### config.mk
export PLATFORM = sky130hd
export DESIGN_NAME = rr_grant_mux
export DESIGN_NICKNAME = d
export VERILOG_FILES = /design/src/rtl/rr_pkg.sv /design/src/rtl/rr_grant_mux_onehot2bin.sv /design/src/rtl/rr_grant_mux.sv
export SDC_FILE = /design/constraint.sdc
export NUM_CORES = 1
export LEC_CHECK = 0
export CORE_ASPECT_RATIO = 1.1
export CORE_MARGIN = 2
export CORE_UTILIZATION = 30
export CTS_CLUSTER_DIAMETER = 50
export DETAILED_ROUTE_END_ITERATION = 7
export GPL_TIMING_DRIVEN = 0
export PLACE_DENSITY_LB_ADDON = 0.2
export SKIP_LAST_GASP = 1
export SLEW_MARGIN = 20
export SYNTH_ARGS = -nofsm -noshare
export SYNTH_HDL_FRONTEND = slang
export SYNTH_HIERARCHICAL = 1
export SYNTH_SLANG_ARGS = --single-unit
### constraint.sdc
create_clock -name i_clk -period 2.3 [get_ports i_clk]
set_clock_uncertainty 0.1 [all_clocks]
set_input_delay 0.46 -clock i_clk [delete_from_list [all_inputs] [get_ports i_clk]]
set_output_delay 0.46 -clock i_clk [all_outputs]
set_load 0.02 [all_outputs]
### src/rtl/rr_pkg.sv
// Shared types and helpers for the round-robin grant mux.
// Holds the FSM state encoding and the one-hot check.
package rr_pkg;

  localparam int N_DEF = 4;
  localparam int W_DEF = 8;
  localparam int MAX_N = 32;

  typedef enum logic [1:0] {
    IDLE,
    GNT,
    SEND
  } rr_mux_state_e;

  function automatic logic is_onehot(
    input logic [MAX_N-1:0] v
  );
    logic [MAX_N-1:0] low;
    low = v & (v - MAX_N'(1));
    return (v != '0) && (low == '0);
  endfunction

endpackage

### src/rtl/rr_grant_mux_onehot2bin.sv
// One-hot to binary index encoder.
// Flags whether the input is exactly one-hot.
module onehot2bin
  import rr_pkg::*;
#(
  parameter  int N = N_DEF,
  localparam int M = $clog2(N)
) (
  input  logic [N-1:0] oh,
  output logic [M-1:0] idx,
  output logic         onehot
);

  // OR together the indices of all set bits
  always_comb begin
    idx = '0;
    for (int i = 0; i < N; i++) begin
      if (oh[i]) begin
        idx = idx | M'(i);
      end
    end
  end

  assign onehot = is_onehot(MAX_N'(oh));

endmodule

### src/rtl/rr_grant_mux.sv
// Round-robin grant mux: N valid/ready channels
// into one registered output stream, one beat per grant.
module rr_grant_mux
  import rr_pkg::*;
#(
  parameter  int N = N_DEF,
  parameter  int W = W_DEF,
  localparam int M = $clog2(N)
) (
  input  logic           i_clk,
  input  logic           i_rstn,
  input  logic [N-1:0]   i_valid,
  output logic [N-1:0]   o_ready,
  input  logic [N*W-1:0] i_data,
  output logic [N-1:0]   o_req,
  output logic           o_arb_en,
  input  logic [N-1:0]   i_gnt,
  output logic           o_valid,
  input  logic           i_ready,
  output logic [W-1:0]   o_data,
  output logic [M-1:0]   o_src,
  output logic           o_err
);

  rr_mux_state_e state;

  logic [M-1:0] gnt_idx;
  logic         gnt_oh;
  logic         gnt_hit;
  logic         any_valid;
  logic [W-1:0] sel_data;

  onehot2bin #(
    .N (N)
  ) u_oh2bin (
    .oh     (i_gnt),
    .idx    (gnt_idx),
    .onehot (gnt_oh)
  );

  assign any_valid = |i_valid;
  assign o_req     = i_valid;
  assign gnt_hit   = gnt_oh & (|(i_gnt & i_valid));

  // AND-OR payload select masked by the grant
  always_comb begin
    sel_data = '0;
    for (int c = 0; c < N; c++) begin
      sel_data = sel_data
               | (i_data[c*W +: W] & {W{i_gnt[c]}});
    end
  end

  // Arbiter only advances in IDLE or on an accepted beat
  always_comb begin
    o_arb_en = 1'b0;
    unique case (state)
      IDLE:    o_arb_en = any_valid;
      SEND:    o_arb_en = i_ready & any_valid;
      default: o_arb_en = 1'b0;
    endcase
  end

  // Pop strobe to the granted channel, only in GNT
  always_comb begin
    o_ready = '0;
    if (state == GNT && gnt_hit) begin
      o_ready = i_gnt;
    end
  end

  // Grant FSM with registered output beat and sticky error
  always_ff @(posedge i_clk or negedge i_rstn) begin
    if (!i_rstn) begin
      state   <= IDLE;
      o_valid <= 1'b0;
      o_data  <= '0;
      o_src   <= '0;
      o_err   <= 1'b0;
    end else begin
      unique case (state)
        IDLE: begin
          if (any_valid) begin
            state <= GNT;
          end
        end
        GNT: begin
          if (gnt_hit) begin
            o_data  <= sel_data;
            o_src   <= gnt_idx;
            o_valid <= 1'b1;
            state   <= SEND;
          end else begin
            o_err <= 1'b1;
            state <= IDLE;
          end
        end
        SEND: begin
          if (i_ready) begin
            o_valid <= 1'b0;
            state   <= any_valid ? GNT : IDLE;
          end
        end
        default: begin
          o_valid <= 1'b0;
          state   <= IDLE;
        end
      endcase
    end
  end

endmodule
==> flow_metrics.env <==
export IMPL_syn_num_nets=126
export IMPL_cp_required_ns=1.74
export IMPL_dpl_hpwl_um=2052
export IMPL_p_per_area_nw_per_um2=748.3
export IMPL_drive_gt1_share_pct=30.52
export IMPL_clkLatencyLatePin_ns=0.27
export IMPL_synth_seq_cells=14
export IMPL_drtIter0Drc=22
export IMPL_outcome="complete, but fails checks"
export IMPL_worstMarginPinSlew_ns=0.6105
export IMPL_die_w_um=56.25
export IMPL_routabilityCongestion=0.6866
export IMPL_layout_nets=199
export IMPL_cts_htree_levels=1
export IMPL_core_um2=2803
export IMPL_num_vias=904
export IMPL_vias_per_cell=4.834
export IMPL_io_buffer_count=63
export IMPL_fin_setup_tns_ns=-0.5582
export IMPL_layout_setup_ws_ns=-0.1432
export IMPL_worstRegToRegCells=5
export IMPL_maxSlewViolCount=0
export IMPL_grt_pass1_vias=1015
export IMPL_hold_class="reg -> reg"
export IMPL_crit_arrival_ns=1.88
export IMPL_finalHoldViolCount=0
export IMPL_p_leak_uw=0.0007415
export IMPL_routedWlPerCell_um=14.49
export IMPL_cts_tree="done"
export IMPL_drt_pass1_iterations=3
export IMPL_gr_total_overflow=0
export IMPL_grt_max_degree=15
export IMPL_area_delta_synth_final_pct=87.08
export IMPL_num_rows=20
export IMPL_clk_path_buf_depth=2
export IMPL_drc=0
export IMPL_clk_pin_slew_ns=0.08
export IMPL_ir_worst_vdd_v=0.0005931
export IMPL_hold_path_depth=1
export IMPL_synth_compound_area_share_pct=23.06
export IMPL_pin_count=64
export IMPL_synthAdderAreaFrac_pct=0
export IMPL_violations="negative setup slack"
export IMPL_fin_crit_sh_pct=106.2
export IMPL_grt_pass1_wl_um=4526
export IMPL_start_util_pct=32.14
export IMPL_gr_usage_all_layers_pct=17.07
export IMPL_start_kind="primary input"
export IMPL_layout_cells_non_filler=187
export IMPL_layout_common_cells="49 x clkdlybuf4s50_1, 16 x a22oi_1, 14 x dfrtp_1"
export IMPL_antennaDiodeCount=0
export IMPL_yosysWarnings=6
export IMPL_clock_fmax_mhz=409.3
export IMPL_critPathMaxFanout=6
export IMPL_slew_headroom_pct=59.17
export IMPL_clockRootBuffer="clkbuf_4"
export IMPL_cts_buffers=3
export IMPL_setup_viol=4
export IMPL_synthCells=83
export IMPL_synthXorXnorAreaFrac_pct=0.9722
export IMPL_muxShareOfSynthArea_pct=14.17
export IMPL_yosysSeqAreaShare_pct=38.89
export IMPL_cts_num_sinks=14
export IMPL_synth_simple_gate_area_share_pct=13.75
export IMPL_final_common_cell="clkdlybuf4s50_1"
export IMPL_critPathKind="in -> out"
export IMPL_fp_dieH_um=61.48
export IMPL_syn_cell_area_um2=900.9
export IMPL_dp_cells=179
export IMPL_maxCapViolations=0
export IMPL_syn_area_per_cell_um2=10.85
export IMPL_postRouteAntennaNets=0
export IMPL_drt_total_wl_um=2709
export IMPL_antenna_found_initial=0
export IMPL_fin_crit_ns=2.443
export IMPL_dieArea_um2=3458
export IMPL_ys_types=24
export IMPL_cp_end_kind="primary output"
export IMPL_rsz0062_at_grt="true"
export IMPL_synth_top_family_by_area="compound AO/OA/AOI/OAI gates"
## cell families (layout without fill, tap and decap cells)
kind of cell           after synthesis  count (layout)
flip-flops                          14              14
AO/OA/AOI/OAI                       24              24
multiplexers                        10              10
buffers and inverters               11              82
AND/OR/NAND/NOR                     23              23
XOR/XNOR                             1               1
## stage by stage
stage	util [%]	worst slack (ns)	instance area [um2]	hold WS [ns]	power [uW]
3_5_place_dp	56.47	-1.407	1583	0.3677	1123
4_1_cts	59.38	-0.1531	1664	0.3957	1272
3_3_place_gp	56.47	-1.368	1583	0.3807	1112
5_1_grt	60.13	-0.1931	1685	0.4115	1345
6_report	60.13	-0.1432	1685	0.3987	1261
2_1_floorplan	-	-0.1586	910.9	0.06441	769.5
## cell type report
type	count	area, um2
plain buffers	9	75.07
clock buffers	3	22.52
fillers	258	1117
inverters	2	7.507
multi-input cells	58	509.2
flip-flops and latches	14	350.3
well taps	33	41.29
repair buffers	68	679.4
## final timing paths
kind / from / end / slack [ns]
setup / recovery: i_gnt[3] / o_ready[1] / -0.14
hold / removal: o_err / o_err / 0.40
setup reg to reg: state[1] / o_data[0] / 0.59
hold reg to reg: o_err / o_err / 0.40
max in group asynchronous: i_rstn / o_data[2] / 1.24
min in group asynchronous: i_rstn / o_src[0] / 0.47
## Yosys cell counts
| cell type | instances | share of area [%] |
|---|---|---|
| a211oi_4 | 1 | 2.2 |
| a21o_1 | 1 | 0.83 |
| a21oi_1 | 1 | 0.56 |
| a22oi_1 | 16 | 13 |
| a22oi_2 | 1 | 1.4 |
| a22oi_4 | 1 | 2.4 |
| and2_1 | 4 | 2.8 |
| buf_4 | 7 | 5.8 |
| buf_6 | 2 | 2.5 |
| dfrtp_1 | 14 | 39 |
| inv_1 | 2 | 0.83 |
| mux2_2 | 6 | 7.5 |
| mux2_4 | 4 | 6.7 |
| nand2_1 | 8 | 3.3 |
| nand2b_1 | 2 | 1.4 |
| nor2_1 | 2 | 0.83 |
| nor3_1 | 2 | 1.1 |
| nor4_1 | 1 | 0.69 |
| o21ai_0 | 1 | 0.56 |
| o21bai_1 | 1 | 0.83 |
| o311ai_1 | 1 | 0.97 |
| or2_1 | 2 | 1.4 |
| or4b_1 | 2 | 2.2 |
| xnor2_1 | 1 | 0.97 |
## critical path: stages
cell and delay (ns):
buf_8 0.10, or4b_4 0.54, o311ai_4 0.10, inv_2 0.09
a211oi_4 0.19, buf_6 0.15, and2_4 0.14, buf_6 0.11
## routing by layer
| layer | track usage (%) | wire length, um | vias up | part of all wire [%] |
|---|---|---|---|---|
| li1 | - | - | 445 | - |
| met3 | 3.782 | 132 | 4 | 4.9 |
| met1 | 17.98 | 1073 | 427 | 40 |
| met5 | 0 | 0 | - | 0 |
| met4 | 7.143 | 34 | 0 | 1.3 |
| met2 | 33.45 | 1468 | 28 | 54 |
## where the power goes
group	switching [uW]	total, uW	internal, uW	leakage, uW
clock	72.0	133	60.6	0.0000138
sequential	59.3	413	353	0.000156
combinational	312	716	404	0.000572
## repair_timing
item	in CTS	in global routing
gates resized for setup	54	7
pin swaps	4	1
setup buffers	4	1
hold buffers	0	0
setup endpoints to repair	19	7
## registers in the layout, summed over array words and instances (netlist names)
signal	flops
state	2
o_valid	1
o_err	1
o_src	2
o_data	8
No activity file was read; power rests on OpenSTA's default activity.
==> edit 1, RTL diff (same settings) <==
Register the output `o_err` once more; this adds one clock of latency there. The other outputs are not delayed to match.
--- a/src/rtl/rr_grant_mux.sv
+++ b/src/rtl/rr_grant_mux.sv
@@ -23,2 +23,4 @@
 );
+
+  logic o_err_s0;
 
@@ -78,3 +80,3 @@
       o_src   <= '0;
-      o_err   <= 1'b0;
+      o_err_s0 <= 1'b0;
     end else begin
@@ -93,3 +95,3 @@
           end else begin
-            o_err <= 1'b1;
+            o_err_s0 <= 1'b1;
             state <= IDLE;
@@ -111,2 +113,6 @@
 
+  always_ff @(posedge i_clk) begin
+    o_err <= o_err_s0;
+  end
+
 endmodule
Check against the original RTL: not equivalent (a bounded check fails within 4 cycles, from zero or initial values and one cycle with i_rstn low).
==> edit 1 against the unedited design <==
The flow still finishes with violations (negative setup slack); critical path type unchanged; setup slack lost 0.044 ns; design area increased by 0.74%; clock power rose by 22%; fmax fell by 1.8%; critical path depth is the same; wire length rose by 7.7%; combinational power is 2% lower; hold slack lost 0.12 ns; highest routed layer unchanged; area after synthesis rose by 2.2%; sequential cell count grew 1; power increased by 2.9%.
==> edit 1: results (changes against the unedited design) <==
stage;metric;value;unit;change
yosys;syn_area;921;um2;was 901 um2
place;hpwl;2150;um;was 2050 um
global_route;global_route_wire_length_before_repair;4370;um;was 4530 um
clock_tree;cts_made_buffers;3;;unchanged
global_route;grt_util_all_layers;16.1;%;was 17.1%
yosys;synth_xor_xnor_area_share;0.951;%;was 0.972%
clock_tree;path_clk_slew;0.10;ns;was 0.08 ns
yosys;post_synthesis_compound_gate_area_fraction;22.6;%;was 23.1%
yosys;synth.net_count;127;;was 126
yosys;synthFlopType;dfrtp_1;;unchanged
yosys;synthArstFlopShare;93.3;%;was 100%
critical_path;largest_fanout_on_the_critical_path;5;;was 6
finish;num-nets-final;202;;was 199
sta;setup_viol;4;;unchanged
routing;drt_first_iter_violations;18;;was 22
routing;drt-wirelength-per-cell;15.2;um;was 14.5 um
global_route;antenna_found_initial;0;;unchanged
outcome;outcome;complete, but fails checks;;unchanged
global_route;grt_start_max_net_pins;15;;unchanged
finish;post_route_cells_drive_above_1_share;28.5;%;was 30.5%
routing;via_per_inst;4.93;;was 4.83
sta;timing.setup.tns;-0.741;ns;was -0.558 ns
yosys;syn_warnings;6;;unchanged
yosys;ys_seq_area_share;40.2;%;was 38.9%
yosys;synth.area.mux_share;13.9;%;was 14.2%
yosys;ys_top_cells_by_area;dfrtp_1 38%, a22oi_1 13%, mux2_2 7.3%;;was dfrtp_1 39%, a22oi_1 13%, mux2_2 7.5%
yosys;synth.distinct_cells;25;;was 24
sta;timing.slew.headroom;53.5;%;was 59.2%
power;power.net_switching;459;uW;was 443 uW
clock_tree;worstSkewPairLatency;0.29;ns;was 0.27 ns
global_route;first_global_vias;937;;was 1015
sta;timing.final.ws_setup;-0.187;ns;was -0.143 ns
power;total_leakage_power;0.750;nW;was 0.742 nW
yosys;synth-adder-area-share;0;%;unchanged
clock_tree;cts-root-buf;clkbuf_4;;unchanged
finish;fillers;286;;was 258
routing;number_of_design_rule_violations_left_after_detail_routing;0;;unchanged
finish;largest_reg_flops;8;;unchanged
critical_path;cp.arrival;1.93;ns;was 1.88 ns
finish;antenna_cells;0;;unchanged
global_route;met2_usage;28.1;%;was 33.4%
power;power.ir.vdd_worst;0.469;mV;was 0.593 mV
place;io_buffer_count;63;;unchanged
global_route;globalRouteMet1Util;19.3;%;was 18.0%
finish;reg.largest.list;o_data: 8 flops, o_src: 2 flops, state: 2 flops;;unchanged
yosys;post_synth_most_frequent_cells;16 x a22oi_1, 14 x dfrtp_1, 8 x nand2_1, 7 x buf_4, 6 x mux2_2;;unchanged
sta;timing_hold_violations_final;0;;unchanged
place;gp_congestion;0.777;;was 0.687
outcome;failed_checks;negative setup slack;;unchanged
clock_tree;cts_htree_levels;1;;unchanged
global_route;met3_routing_resource_usage_after_global_routing;2.92;%;was 3.78%
routing;first_pass_iters;4;;was 3
[edit 1: worst paths after layout]
| check | start | end | slack [ns] | depth (start not counted) |
|---|---|---|---|---|
| max reg2reg | state[1] | o_src[1] | 0.53 | 6 |
| min in group asynchronous | i_rstn | o_data[5] | 0.48 | 1 |
| min reg2reg | o_err_s0 | o_err | 0.28 | 0 |
| max | i_gnt[2] | o_ready[1] | -0.19 | 8 |
| max in group asynchronous | i_rstn | state[0] | 1.18 | 1 |
| min | o_err_s0 | o_err | 0.28 | 0 |
[edit 1: area by class of cell]
type / instances / area share [%]
well taps: 34 / 2.51
repair buffers: 70 / 40.8
clock buffers: 4 / 1.55
plain buffers: 9 / 4.42
flip-flops and latches: 15 / 21.8
multi-input cells: 58 / 28.5
inverters: 2 / 0.442
[edit 1: kinds of logic (layout without fill, tap and decap cells)]
kind of cell              count (synthesis)  in the layout
buffers and inverters                    11             85
DFF                                      15             15
muxes                                    10             10
AOI/OAI and AO/OA                        24             24
and+or+nand+nor                          23             23
xor gates and xnor gates                  1              1
[edit 1: stage by stage]
step	std cells	setup slack [ns]	instance area [um2]
CTS	189	-0.160	1660
global route	192	-0.220	1700
global placement	181	-1.38	1600
finish	192	-0.187	1700
detailed placement	181	-1.44	1600
floorplan	84	-0.159	931
[edit 1: layer usage]
metal / wire [um] / part of all wire (%)
met1: 1150 / 39
met2: 1590 / 54
met3: 123 / 4.2
met4: 55 / 1.9
met5: 0 / 0
[edit 1: worst max-delay path: stages]
cell and delay [ns]:
buf_8 0.10, or4b_1 0.53, o311ai_1 0.11, inv_1 0.13, a211oi_4 0.20, buf_6 0.15
and2_4 0.13, buf_6 0.11
[edit 1: repair_timing]
item                                    CTS  global route
pin swaps                                 4             2
gates resized for setup                  49             4
setup buffers                             4             3
endpoints found under the setup margin   19             7
[edit 1: power groups by stage]
stage                     clock network, mW  logic [mW]  registers (mW)
after floorplan                           0       0.238           0.549
after global placement                    0       0.696           0.431
after detailed placement                  0       0.699           0.438
after CTS                             0.170       0.708           0.433
after global routing                  0.180       0.746           0.447
final                                 0.162       0.705           0.431
==> edit 2, RTL diff (same settings) <==
Without the edit above. The package constant `W_DEF` goes from 8 to 6.
--- a/src/rtl/rr_pkg.sv
+++ b/src/rtl/rr_pkg.sv
@@ -5,3 +5,3 @@
   localparam int N_DEF = 4;
-  localparam int W_DEF = 8;
+  localparam int W_DEF = 6;
   localparam int MAX_N = 32;
Ports: changed (resized i_data and o_data); port bits go from 64 to 54. The function was not compared with the original's and may differ.
==> edit 2 against the unedited design <==
The run still ends with negative setup slack left; design area fell by 14%; via count fell by 13%; clock power fell by 4%; die area fell by 11%; fmax fell by 2.1%; area after synthesis fell by 12%; power fell by 15%; wire length fell by 18%; core utilization fell by 2.1 points; global-route usage fell by 1.9 points; sequential cell count fell by 2; setup slack got worse by 0.052 ns; critical path type unchanged; highest routed layer unchanged.
==> edit 2: results (changes against the unedited design) <==
stage;metric;value;unit;change
outcome;outcome;complete, but fails checks;;unchanged
outcome;failed_checks;negative setup slack;;unchanged
power;power.ir.vdd_worst;0.423;mV;was 0.593 mV
power;total_leakage_power;0.650;nW;was 0.742 nW
finish;post_route_cells_drive_above_1_share;32.3;%;was 30.5%
routing;via_per_inst;4.80;;was 4.83
place;dp_cells;156;;was 179
power;internal_power;699;uW;was 818 uW
sta;worst_pin_slew;0.567;ns;was 0.611 ns
yosys;post_synth_most_frequent_cells;12 x a22oi_1, 12 x dfrtp_1, 6 x buf_4, 6 x nand2_1;;was 16 x a22oi_1, 14 x dfrtp_1, 8 x nand2_1, 7 x buf_4, 6 x mux2_2
critical_path;slowest_stage_cell_cp;clkdlybuf4s50_1;;was or4b_4
place;placed_cell_area;0.00136;mm2;was 0.00158 mm2
place;gp_congestion;0.724;;was 0.687
yosys;netlist.top_cell.by_area;dfrtp_1;;unchanged
routing;drt_first_iter_violations;18;;was 22
sta;timing.setup.tns;-0.769;ns;was -0.558 ns
critical_path;cp_top_family;buffers and inverters;;was simple AND/OR/NAND/NOR gates
finish;fillers;228;;was 258
yosys;ys_top_cells_by_area;dfrtp_1 38%, a22oi_1 11%, mux2_4 7.6%;;was dfrtp_1 39%, a22oi_1 13%, mux2_2 7.5%
yosys;synth.distinct_cells;26;;was 24
global_route;global_route_wire_length_before_repair;3460;um;was 4530 um
critical_path;cp.arrival;1.94;ns;was 1.88 ns
place;hpwl;1700;um;was 2050 um
global_route;grt_start_max_net_pins;13;;was 15
finish;footprint_of_the_flip_flops_and_latches;300;um2;was 350 um2
routing;postRouteWirelength;2210;um;was 2710 um
routing;first_pass_iters;4;;was 3
finish;reg.largest.list;o_data: 6 flops, o_src: 2 flops, state: 2 flops;;was o_data: 8 flops, o_src: 2 flops, state: 2 flops
yosys;ys_seq_area_share;37.9;%;was 38.9%
yosys;synth.net_count;107;;was 126
yosys;syn_area_per_cell;11.0;um2;was 10.9 um2
sta;setup_viol;4;;unchanged
place;io_buffer_count;53;;was 63
place;place_worst_setup_slack;-1.33;ns;was -1.41 ns
global_route;grt_util_all_layers;15.2;%;was 17.1%
global_route;first_global_vias;803;;was 1015
finish;num-nets-final;170;;was 199
sta;timing.final.ws_setup;-0.195;ns;was -0.143 ns
routing;detailroute.via_count;787;;was 904
hold_path;hp-class;register to register;;unchanged
[edit 2: cell type report]
cell class / instances / area share, %
plain buffers: 9 / 4.58
clock buffers: 3 / 1.56
inverters: 3 / 0.778
multi-input cells: 48 / 29.6
flip-flops and latches: 12 / 20.7
well taps: 31 / 2.68
repair buffers: 58 / 40.1
[edit 2: power by group through the flow]
stage          Combinational [mW]  Sequential [mW]  Clock (mW)
6_report                    0.591            0.350       0.128
5_1_grt                     0.627            0.362       0.148
4_1_cts                     0.596            0.351       0.136
3_5_place_dp                0.585            0.354           0
3_3_place_gp                0.581            0.350           0
2_1_floorplan               0.209            0.444           0
[edit 2: path summary, 6_finish.rpt]
path / start / endpoint / slack [ns] / cells after the start
worst max register to register: state[0] / o_data[1] / 0.64 / 5
worst min register to register: o_err / o_err / 0.36 / 2
min in group asynchronous: i_rstn / o_data[0] / 0.45 / 1
worst min-delay path: o_err / o_err / 0.36 / 2
max in group asynchronous: i_rstn / state[1] / 1.27 / 1
worst max-delay path: i_valid[0] / o_ready[2] / -0.20 / 6
[edit 2: logic make-up after synthesis]
family	Yosys count	share of synthesized area [%]
AOI/OAI and AO/OA	21	24.6
xor gates and xnor gates	1	1.11
buffers and inverters	12	9.79
DFF	12	37.9
muxes	8	13.3
and+or+nand+nor	18	13.3
[edit 2: metal layers]
layer	GRT usage, %	vias to the layer above	part of all wire (%)
met3	1.80	2	6.1
met4	6.59	0	0.72
met5	0	-	0
met2	27.9	29	53
met1	17.2	371	40
li1	-	385	-
[edit 2: worst register-to-register path, delay by kind of cell, from the launching register on]
kind	cells	cell delay, ns
multiplexers	1	0.30
AO/OA/AOI/OAI	1	0.36
buffers and inverters	3	0.41
flip-flops	1	0.39
